===== config.mk =====
export PLATFORM = sky130hd
export DESIGN_NAME = uart_word_serializer
export DESIGN_NICKNAME = d
export VERILOG_FILES = /design/src/rtl/uart_word_serializer.sv
export SDC_FILE = /design/constraint.sdc
export NUM_CORES = 1
export LEC_CHECK = 0
export CORE_MARGIN = 2
export CORE_UTILIZATION = 55
export DETAILED_ROUTE_END_ITERATION = 10
export GPL_ROUTABILITY_DRIVEN = 0
export GPL_TIMING_DRIVEN = 0
export HOLD_SLACK_MARGIN = 0.05
export MAX_ROUTING_LAYER = met4
export PLACE_DENSITY_LB_ADDON = 0.1
export RECOVER_POWER = 25
export SLEW_MARGIN = 25
export SYNTH_ARGS = -nofsm -noshare
export SYNTH_HDL_FRONTEND = slang
export SYNTH_SLANG_ARGS = --single-unit

===== constraint.sdc =====
create_clock -name clk -period 9.9 [get_ports clk]
set_clock_uncertainty 0.2 [all_clocks]
set_input_delay 1.98 -clock clk [delete_from_list [all_inputs] [get_ports clk]]
set_output_delay 1.98 -clock clk [all_outputs]
set_load 0.01 [all_outputs]

===== src/rtl/uart_word_serializer.sv =====
// uart_word_serializer
//
// Buffers result words in a small FIFO and hands them to a UART transmitter
// one DATA_WIDTH_OUT-bit beat at a time. Each beat is presented as a one-cycle
// strobe. The next beat is held back until the transmitter reports that the
// current one has finished. An optional header beat can precede every word,
// and the beat order is selectable.
//
// Ports:
//   clk           clock
//   rst           synchronous reset, active low
//   i_data        word to send
//   i_data_valid  word present this cycle
//   o_in_ready    FIFO not full; a word is taken when i_data_valid && o_in_ready
//   tx_done       one-cycle pulse from the transmitter: current beat finished
//   o_data        beat to transmit; holds its value after the strobe
//   o_data_valid  one-cycle strobe qualifying o_data
//   o_busy        engine is working on a word (not idle)
//   o_fifo_count  words currently buffered in the FIFO
//   o_overflow    one-cycle pulse: a word was offered while full and was dropped

module uart_word_serializer #(
   parameter int                        DATA_WIDTH_IN  = 40,
   parameter int                        DATA_WIDTH_OUT = 8,
   parameter int                        FIFO_DEPTH     = 4,
   parameter int                        MSB_FIRST      = 1,
   parameter int                        SYNC_EN        = 0,
   parameter logic [DATA_WIDTH_OUT-1:0] SYNC_BYTE      = 8'hA5,
   localparam int                       CW             = $clog2(FIFO_DEPTH + 1)
) (
   input  logic                      clk,
   input  logic                      rst,
   input  logic [DATA_WIDTH_IN-1:0]  i_data,
   input  logic                      i_data_valid,
   output logic                      o_in_ready,
   input  logic                      tx_done,
   output logic [DATA_WIDTH_OUT-1:0] o_data,
   output logic                      o_data_valid,
   output logic                      o_busy,
   output logic [CW-1:0]             o_fifo_count,
   output logic                      o_overflow
);

   localparam int NUM_BEATS = DATA_WIDTH_IN / DATA_WIDTH_OUT;
   localparam int LAST      = NUM_BEATS + SYNC_EN;
   localparam int AW        = (FIFO_DEPTH > 1) ? $clog2(FIFO_DEPTH) : 1;
   localparam int BW        = (LAST > 1) ? $clog2(LAST) : 1;

   localparam logic [1:0] IDLE = 2'd0;
   localparam logic [1:0] SEND = 2'd1;
   localparam logic [1:0] WAIT = 2'd2;

   logic [DATA_WIDTH_IN-1:0] mem [FIFO_DEPTH];
   logic [AW-1:0]            wr_ptr;
   logic [AW-1:0]            rd_ptr;
   logic [CW-1:0]            count;
   logic                     push;
   logic                     pop;

   logic [1:0]               state;
   logic [BW-1:0]            beat;
   logic [DATA_WIDTH_IN-1:0] word;

   // Beat b of the word held in the engine. With the header enabled, beat 0
   // is the header and data beats are shifted up by one.
   function automatic logic [DATA_WIDTH_OUT-1:0] beat_value(
      input logic [DATA_WIDTH_IN-1:0] w,
      input logic [BW-1:0]            b
   );
      logic [DATA_WIDTH_IN-1:0] shifted;
      int                       d;
      int                       slot;
      d       = int'(b) - SYNC_EN;
      slot    = (MSB_FIRST != 0) ? (NUM_BEATS - 1 - d) : d;
      shifted = w >> (slot * DATA_WIDTH_OUT);
      if ((SYNC_EN != 0) && (b == '0))
         beat_value = SYNC_BYTE;
      else
         beat_value = shifted[DATA_WIDTH_OUT-1:0];
   endfunction

   assign o_in_ready   = (count != CW'(FIFO_DEPTH));
   assign push         = i_data_valid && o_in_ready;
   assign pop          = (state == IDLE) && (count != '0);
   assign o_busy       = (state != IDLE);
   assign o_fifo_count = count;

   // FIFO storage carries data only; reset clears the pointers and count,
   // which is enough to discard whatever it holds.
   always_ff @(posedge clk) begin
      if (push)
         mem[wr_ptr] <= i_data;
      if (pop)
         word <= mem[rd_ptr];
   end

   // FIFO control. Depth is a power of two, so pointers wrap on overflow.
   always_ff @(posedge clk) begin
      if (!rst) begin
         wr_ptr     <= '0;
         rd_ptr     <= '0;
         count      <= '0;
         o_overflow <= 1'b0;
      end else begin
         o_overflow <= i_data_valid && !o_in_ready;
         if (push)
            wr_ptr <= wr_ptr + 1'b1;
         if (pop)
            rd_ptr <= rd_ptr + 1'b1;
         case ({push, pop})
            2'b10:   count <= count + 1'b1;
            2'b01:   count <= count - 1'b1;
            default: count <= count;
         endcase
      end
   end

   // Beat engine. The strobe is raised on entry to WAIT and dropped after one
   // cycle; a tx_done during that first WAIT cycle still counts.
   always_ff @(posedge clk) begin
      if (!rst) begin
         state        <= IDLE;
         beat         <= '0;
         o_data       <= '0;
         o_data_valid <= 1'b0;
      end else begin
         case (state)
            IDLE: begin
               o_data_valid <= 1'b0;
               if (pop) begin
                  beat  <= '0;
                  state <= SEND;
               end
            end
            SEND: begin
               o_data       <= beat_value(word, beat);
               o_data_valid <= 1'b1;
               state        <= WAIT;
            end
            WAIT: begin
               o_data_valid <= 1'b0;
               if (tx_done) begin
                  if (beat == BW'(LAST - 1)) begin
                     state <= IDLE;
                  end else begin
                     beat  <= beat + 1'b1;
                     state <= SEND;
                  end
               end
            end
            default: begin
               o_data_valid <= 1'b0;
               state        <= IDLE;
            end
         endcase
      end
   end

endmodule

After elaboration in Yosys (flattened, before gate mapping):

Memory sizes are Yosys's and may differ from the RTL's. A register that Yosys moved wholly into a read port is not among the register bits.
Index checks and enable logic that the tools add are counted.

* flip-flop bits (word level): 22
* RAM bits: 160
* bits of input ports: 44
* output and inout bits: 15
* logic and storage cells: 48
* memories kept: 1

* $add $sub $neg: 6
* equal/unequal tests: 9
* shift operators: 1
* muxes and demuxes: 12
* reduce and logical (&&, ||, !) cells: 11

Memory list
* mem: depth 4, bits a word 40, read ports 1, clocked after Yosys merged registers in 1, wr ports 1, RTL line 53 `logic [DATA_WIDTH_IN-1:0] mem [FIFO_DEPTH];`

Operator list (number)
* $shr A40 B32 Y8: 1
* $pmux W3 S2: 2
* $mux W3: 3
* $add A3 B1 Y3 const B: 2
* $ne A2 B2 Y1 const B: 3
* $pmux W2 S3: 1
* $reduce_bool A2 Y1: 3
* $add A2 B1 Y2 const B: 2
* $eq A2 B1 Y1 const B: 2
* $eq A2 B2 Y1 const B: 2
* $mux W1: 4
* $mux W2: 2
* $reduce_and A4 Y1: 1
* $sub A3 B3 Y4 const A: 1
* $eq A3 B3 Y1 const B: 1
* $logic_and A1 B1 Y1: 3
* $ne A3 B3 Y1 const B: 1
* $reduce_bool A3 Y1: 1
* $sub A3 B1 Y3 const B: 1
* $logic_not A2 Y1: 1
* $reduce_and A2 Y1: 1
* $logic_not A1 Y1: 1

Logic depth before layout (Yosys ltp):

Gate-level depths: netlist (run 1).

* word-level depth: 4
* mapped depth: 9
* gate-level depth less buffers: 8

Worst setup path before layout (run 1):

OpenSTA, ideal clock, no wires.

* path kind: input -> register
* from: input port i_data_valid
* to: memory mem[0][0] (enable)
* library setup time: 0.401 ns
* data arrival time: 2.986 ns
* required time: 9.299 ns
* setup slack: 6.313 ns
* cell stages on the path: 1
* buffers on the path: 0
* cell sequence: and3_1

* word-level cells in the longest chain between the ends: 3

RTL lines
* start: declaration: RTL line 34 `input logic i_data_valid,`
* $logic_and A1 B1 Y1: RTL line 83 `assign push = i_data_valid && o_in_ready;`
* $mux W1: RTL line 91 `if (push)`
* $mux W1 (not written as such): RTL line 92 `mem[wr_ptr] <= i_data;`
* end: declaration: RTL line 53

No other way between the ends.

Final worst setup path (run 1):

* from: register count[2] (netlist: o_fifo_count[2])
* to: output port o_in_ready

* word-level cells in the longest chain between the ends: 1

RTL lines
* start: declaration: RTL line 56 `logic [CW-1:0] count;`
* start signal: assignment: RTL line 111 `2'b10: count <= count + 1'b1;`
* start signal: assignment: RTL line 112 `2'b01: count <= count - 1'b1;`
* start signal: assignment: RTL line 113 `default: count <= count;`
* $ne A3 B3 Y1: RTL line 82 `assign o_in_ready = (count != CW'(FIFO_DEPTH));`
* end: declaration: RTL line 35 `output logic o_in_ready,`

No other way between the ends.

==> results.cfg, run 1 <==
[final_layout]
final_cell_mix = edfxtp_1, clkdlybuf4s50_1, mux4_2
final_common_cell = edfxtp_1
antenna_cells_inserted = 0
syn_to_final_growth_pct = 19.2
fin_area_um2 = 9990
num-nets-final = 546
instances_no_fill = 697
fraction_of_final_layout_cells_sized_beyond_drive_strength_1_pct = 20.2

[synth]
synth_top_cell_by_area = edfxtp_1
synth_ff_type = edfxtp_1
ys_seq_area_share_pct = 76.9
netlist-cell-type-count = 40
synth_top_area_share_pct = 71.7
mappedNetlistArea_um2 = 8380
synth_fp_nets = 458
postSynthAreaPerCell_um2 = 20.7
postSynth.asyncResetShare_pct = 0
synth_seq_cells = 222
syn_inst = 405
synth-edff-count = 200
yosysWarningCount = 0
synthTopCellsByArea = edfxtp_1, mux4_2, dfxtp_1

[power_and_ir_drop]
standby_leakage_power_nw = 3.20
vdd_drop_max_mv = 0.149
pwr_density_cell_nw_per_um2 = 271
design_power_total_mw = 2.70

[worst_hold_path]
hp-class = flip-flop to flip-flop

[cts]
htree_levels = 1
number_of_post_cts_setup_repair_buffers = 0
tritoncts = yes
cts_root_buffer_type = clkbuf_16
clkSlewWorstSetupHoldPaths_ns = 0.06
cts_made_buffers = 23
clk_path_buf_depth = 3
clk_latency_worst_skew_pair_ns = 0.50
postCtsResizedCells = 0
clock-sinks = 222
cts_hold_buf = 0

[detailed_routing]
drt_first_iter_violations = 344
vias = 4025
drt-wirelength-per-cell_um = 21.9
drt.antenna.violating_nets = 0
drt_pass1_iterations = 4
drcViolationCount = 0
avgViaCountPerCell = 5.77
detail_route.wirelength_um = 15300

[sta]
rsz_0062_raised_after_global_routing = no
maxSlewHeadroom_pct = -16.8
fin_crit_ns = 4.04
worstMarginPinSlew_ns = 1.75
final-hold-violation-count = 0
setup_viol = 0
fmaxAchievable_mhz = 247
final-max-slew-violation-count = 21
setup-tns-final_ns = 0
period_share_pct = 40.8
setup_slack_ns = 5.86

[global_route]
antenna_found_initial = 0
gr-total-overflow = 0
grt.total_usage_pct = 20.3
grt_pass1_wl_um = 23900
grt_max_degree = 26
first_global_vias = 4286

[outcome]
outcome = finished, violations left
violations = max-capacitance violations, max-slew violations

[setup_path]
path_max_fanout = 8
setup.worst_path.start_class = flip-flop
worst_ep_required_time_ns = 7.72
cpPeakStageDelay_ns = 0.47
critical_path_arrival_ns = 1.86
crit_type = flip-flop to output pin
crit_path_end_kind = output pin
cp_cell_sequence = or3b_1, buf_6, clkdlybuf4s50_1
timing.critical_path.slowest_stage_cell = clkdlybuf4s50_1

[floorplan]
placeableCoreArea_um2 = 15000
die_outline_area_um2 = 16200
floorplan.die.height_um = 127
floorplan.initialDensity_pct = 55.7
die_w_um = 127
row_count = 45
ioPinCount = 59

[placement]
place.detailed.hpwl_um = 9850
place.port_buffers = 58
detailedPlace.worstSlack_ns = 5.68
placed_cells = 656
place_area_um2 = 9320

[job]
max-cap-violations = 1
==> final cells by class <==
type | count | area, µm²
Inverter | 9 | 33.8
Tap cell | 188 | 235
Sequential cell | 222 | 6450
Clock inverter | 12 | 83.8
Timing Repair Buffer | 63 | 664
Buffer | 18 | 100
Clock buffer | 29 | 629
Fill cell | 1011 | 5040
Multi-Input combinational cell | 156 | 1800
==> power by group <==
part           internal [mW]  total [mW]  switching, mW
clock                  0.475       0.801          0.326
sequential              1.26        1.33         0.0723
combinational          0.254       0.571          0.317
total                   1.99        2.70          0.716
==> final timing paths <==
path | startpoint | to | cells after the start | slack [ns]
max | o_fifo_count[2]$_SDFFE_PN0P_ | o_in_ready | 3 | 5.86
min | beat[1]$_SDFFE_PN0P_ | beat[1]$_SDFFE_PN0P_ | 2 | 0.31
max reg2reg | state[1]$_SDFFE_PN0P_ | rd_ptr[1]$_SDFFE_PN0P_ | 5 | 6.11
min reg2reg | beat[1]$_SDFFE_PN0P_ | beat[1]$_SDFFE_PN0P_ | 2 | 0.31
==> stage by stage <==
| stage | hold slack [ns] | utilization (%) |
|---|---|---|
| 2_1_floorplan | 0.268 | - |
| 3_3_place_gp | 0.284 | 61.2 |
| 3_5_place_dp | 0.297 | 62.0 |
| 4_1_cts | 0.306 | 66.7 |
| 5_1_grt | 0.357 | 66.5 |
| 6_report | 0.305 | 66.5 |
==> flip-flops by register name, summed over array words and instances (netlist names) <==
| register | cells |
|---|---|
| o_data_valid | 1 |
| state | 2 |
| o_fifo_count | 3 |
| rd_ptr | 2 |
| o_data | 8 |
| word | 40 |
| beat | 3 |
| o_overflow | 1 |
| mem | 160 |
| wr_ptr | 2 |
==> per-layer routing <==
| layer | part of all wire (%) | global-route usage (%) |
|---|---|---|
| met5 | 0 | - |
| met4 | 1.5 | 4.85 |
| met3 | 4.7 | 3.10 |
| met2 | 50 | 33.8 |
| met1 | 44 | 26.9 |
==> cells in the mapped netlist, types with 2 or more instances <==
library cell	number
mux4_2	40
xor2_1	3
a221oi_2	7
inv_1	6
a211o_1	7
nand2b_1	2
o21ai_0	10
clkbuf_1	3
and3_1	4
buf_4	5
nor2_2	2
buf_2	7
nand2_1	6
xnor2_1	3
buf_6	3
mux2i_1	11
and2_1	7
dfxtp_1	22
a21oi_1	18
inv_2	2
edfxtp_1	200
nor2_1	12
ha_1	8
==> cells by family after synthesis <==
kind of cell / after synthesis / synth area share [%]
AND/OR/NAND/NOR: 45 / 3.21
flip-flops: 222 / 76.9
buffers and inverters: 27 / 1.81
XOR/XNOR: 6 / 0.627
AO/OA/AOI/OAI: 45 / 3.94
multiplexers: 51 / 12.1
adder cells (fa/ha/maj): 9 / 1.43
==> worst max-delay path: cells and delay by family (launching register included) <==
kind	cells	cell delay (ns)
simple gates	1	0.37
buf+inv	2	0.62
flops	1	0.38
Power figures use the tool's default switching activity.
==> run 2, diff against run 1 <==
==> constraint.sdc (replaced) <==
create_clock -name clk -period 4 [get_ports clk]
set_clock_uncertainty 0.2 [all_clocks]
set_input_delay 0.8 -clock clk [delete_from_list [all_inputs] [get_ports clk]]
set_output_delay 0.8 -clock clk [all_outputs]
set_load 0.01 [all_outputs]
==> run 2 against run 1 <==
Net effect:
- the flow now finishes without violations
- cell count is the same
- clock-buffer cell count unchanged
- highest routed layer unchanged
- worst setup slack worse by 4.7 ns
- utilization grew 0.27 points
==> results.cfg, run 2 (synthesized netlist as in run 1, its figures left out) <==
[final_layout]
top_register = mem
num-nets-final = 546
syn_to_final_growth_pct = 19.7
antenna_cells_inserted = 0
final_cell_mix = edfxtp_1, mux4_2, clkdlybuf4s50_1
registers_with_the_highest_flip_flop_counts = mem: 160 flops, word: 40 flops, o_data: 8 flops
instances_no_fill = 697
fillCellCount = 1007
multi_input_area_um2 = 1810
utilization_pct = 66.7
fin_area_um2 = 10000
final_common_cell = edfxtp_1
fraction_of_final_layout_cells_sized_beyond_drive_strength_1_pct = 21.8
register_area_um2 = 6450
largest_reg_flops = 160

[floorplan]
row_count = 45
die_outline_area_um2 = 16200
floorplan.die.height_um = 127
die_w_um = 127
ioPinCount = 59
placeableCoreArea_um2 = 15000
floorplan.initialDensity_pct = 55.7

[placement]
placed_cells = 656
place.port_buffers = 58
place.detailed.hpwl_um = 9850
place_area_um2 = 9320

[detailed_routing]
drt_first_iter_violations = 321
drt.antenna.violating_nets = 0
drt_pass1_iterations = 4
detail_route.wirelength_um = 15200
drt-wirelength-per-cell_um = 21.9
drcViolationCount = 0
vias = 4006
avgViaCountPerCell = 5.75

[setup_path]
timing.critical_path.slowest_stage_cell = clkdlybuf4s50_1
crit_type = flip-flop to output pin
cpPeakStageDelay_ns = 0.47
worstRegToRegCells = 8
r2r-end = o_fifo_count[2]$_SDFFE_PN0P_
crit_path_end_kind = output pin
timing.reg2reg.setup_slack_ns = 1.18
r2r_start = state[1]$_SDFFE_PN0P_
endpoint_of_the_worst_setup_timing_path = o_in_ready
setup.worst_path.start_class = flip-flop
worst_ep_required_time_ns = 3.00
path_max_fanout = 8
setup_crit_start = o_fifo_count[2]$_SDFFE_PN0P_
cp_cell_sequence = or3b_1, buf_6, clkdlybuf4s50_1
critical_path_arrival_ns = 1.86

[sta]
rsz_0062_raised_after_global_routing = no
period_share_pct = 71.6
setup-tns-final_ns = 0
hold_ws_ns = 0.305
final-hold-violation-count = 0
fin_crit_ns = 2.86
setup_viol = 0
fmaxAchievable_mhz = 349
worstMarginPinSlew_ns = 0.659
final-max-slew-violation-count = 0
maxSlewHeadroom_pct = 56.0

[cts]
tritoncts = yes
clkSlewWorstSetupHoldPaths_ns = 0.06
cts_root_buffer_type = clkbuf_16
postCtsResizedCells = 0
number_of_post_cts_setup_repair_buffers = 0
cts_made_buffers = 23
htree_levels = 1
cts_hold_buf = 0
clk_path_buf_depth = 3
clock-sinks = 222
clk_latency_worst_skew_pair_ns = 0.49

[global_route]
antenna_found_initial = 0
grt_max_degree = 26
grt.total_usage_pct = 20.3
grt_pass1_wl_um = 23900
gr-total-overflow = 0
first_global_vias = 4286

[power_and_ir_drop]
standby_leakage_power_nw = 3.24
vdd_drop_max_mv = 0.366
pwr_density_cell_nw_per_um2 = 671

[outcome]
outcome = finished, final reports clean

[worst_hold_path]
hold_path_origin = beat[1]$_SDFFE_PN0P_
hp-class = flip-flop to flip-flop

[job]
max-cap-violations = 0
## run 2: cell type report
cell class | count | area share, %
Sequential cell | 222 | 64.2
Multi-Input combinational cell | 156 | 18.0
Timing Repair Buffer | 63 | 6.78
Clock buffer | 29 | 6.27
Tap cell | 188 | 2.34
Buffer | 18 | 1.17
Clock inverter | 12 | 0.835
Inverter | 9 | 0.337
## run 2: through the flow
step	setup WS [ns]	power, mW
floorplan	0.594	4.22
global placement	-0.0311	4.73
detailed placement	0.962	4.82
CTS	1.11	6.83
global route	1.04	7.04
finish	1.14	6.73
## run 2: critical path: cells and delay by family, from the launching register on
kind | cells | cell delay (ns)
buffers and inverters | 2 | 0.62
flip-flops | 1 | 0.38
AND/OR/NAND/NOR | 1 | 0.37
## run 2: how the worst min path moves through the flow
| stage | to | cells after the start |
|---|---|---|
| finish | beat[1]$_SDFFE_PN0P_ | 2 |
| global placement | wr_ptr[1]$_SDFFE_PN0P_ | 2 |
| global route | wr_ptr[1]$_SDFFE_PN0P_ | 2 |
| floorplan | beat[1]$_SDFFE_PN0P_ | 2 |
| CTS | beat[1]$_SDFFE_PN0P_ | 2 |
| detailed placement | beat[1]$_SDFFE_PN0P_ | 2 |
## run 2: power breakdown
part	switching, mW	internal (mW)	leakage [nW]
Clock	0.811	1.17	0.348
Sequential	0.179	3.11	2.03
Combinational	0.793	0.672	0.870
Total	1.78	4.95	3.24
## run 2: metal layers
layer / track usage (%) / share of wire, %
met1: 26.9 / 43
met2: 33.8 / 50
met3: 3.10 / 5.5
met4: 4.85 / 1.5
met5: - / 0
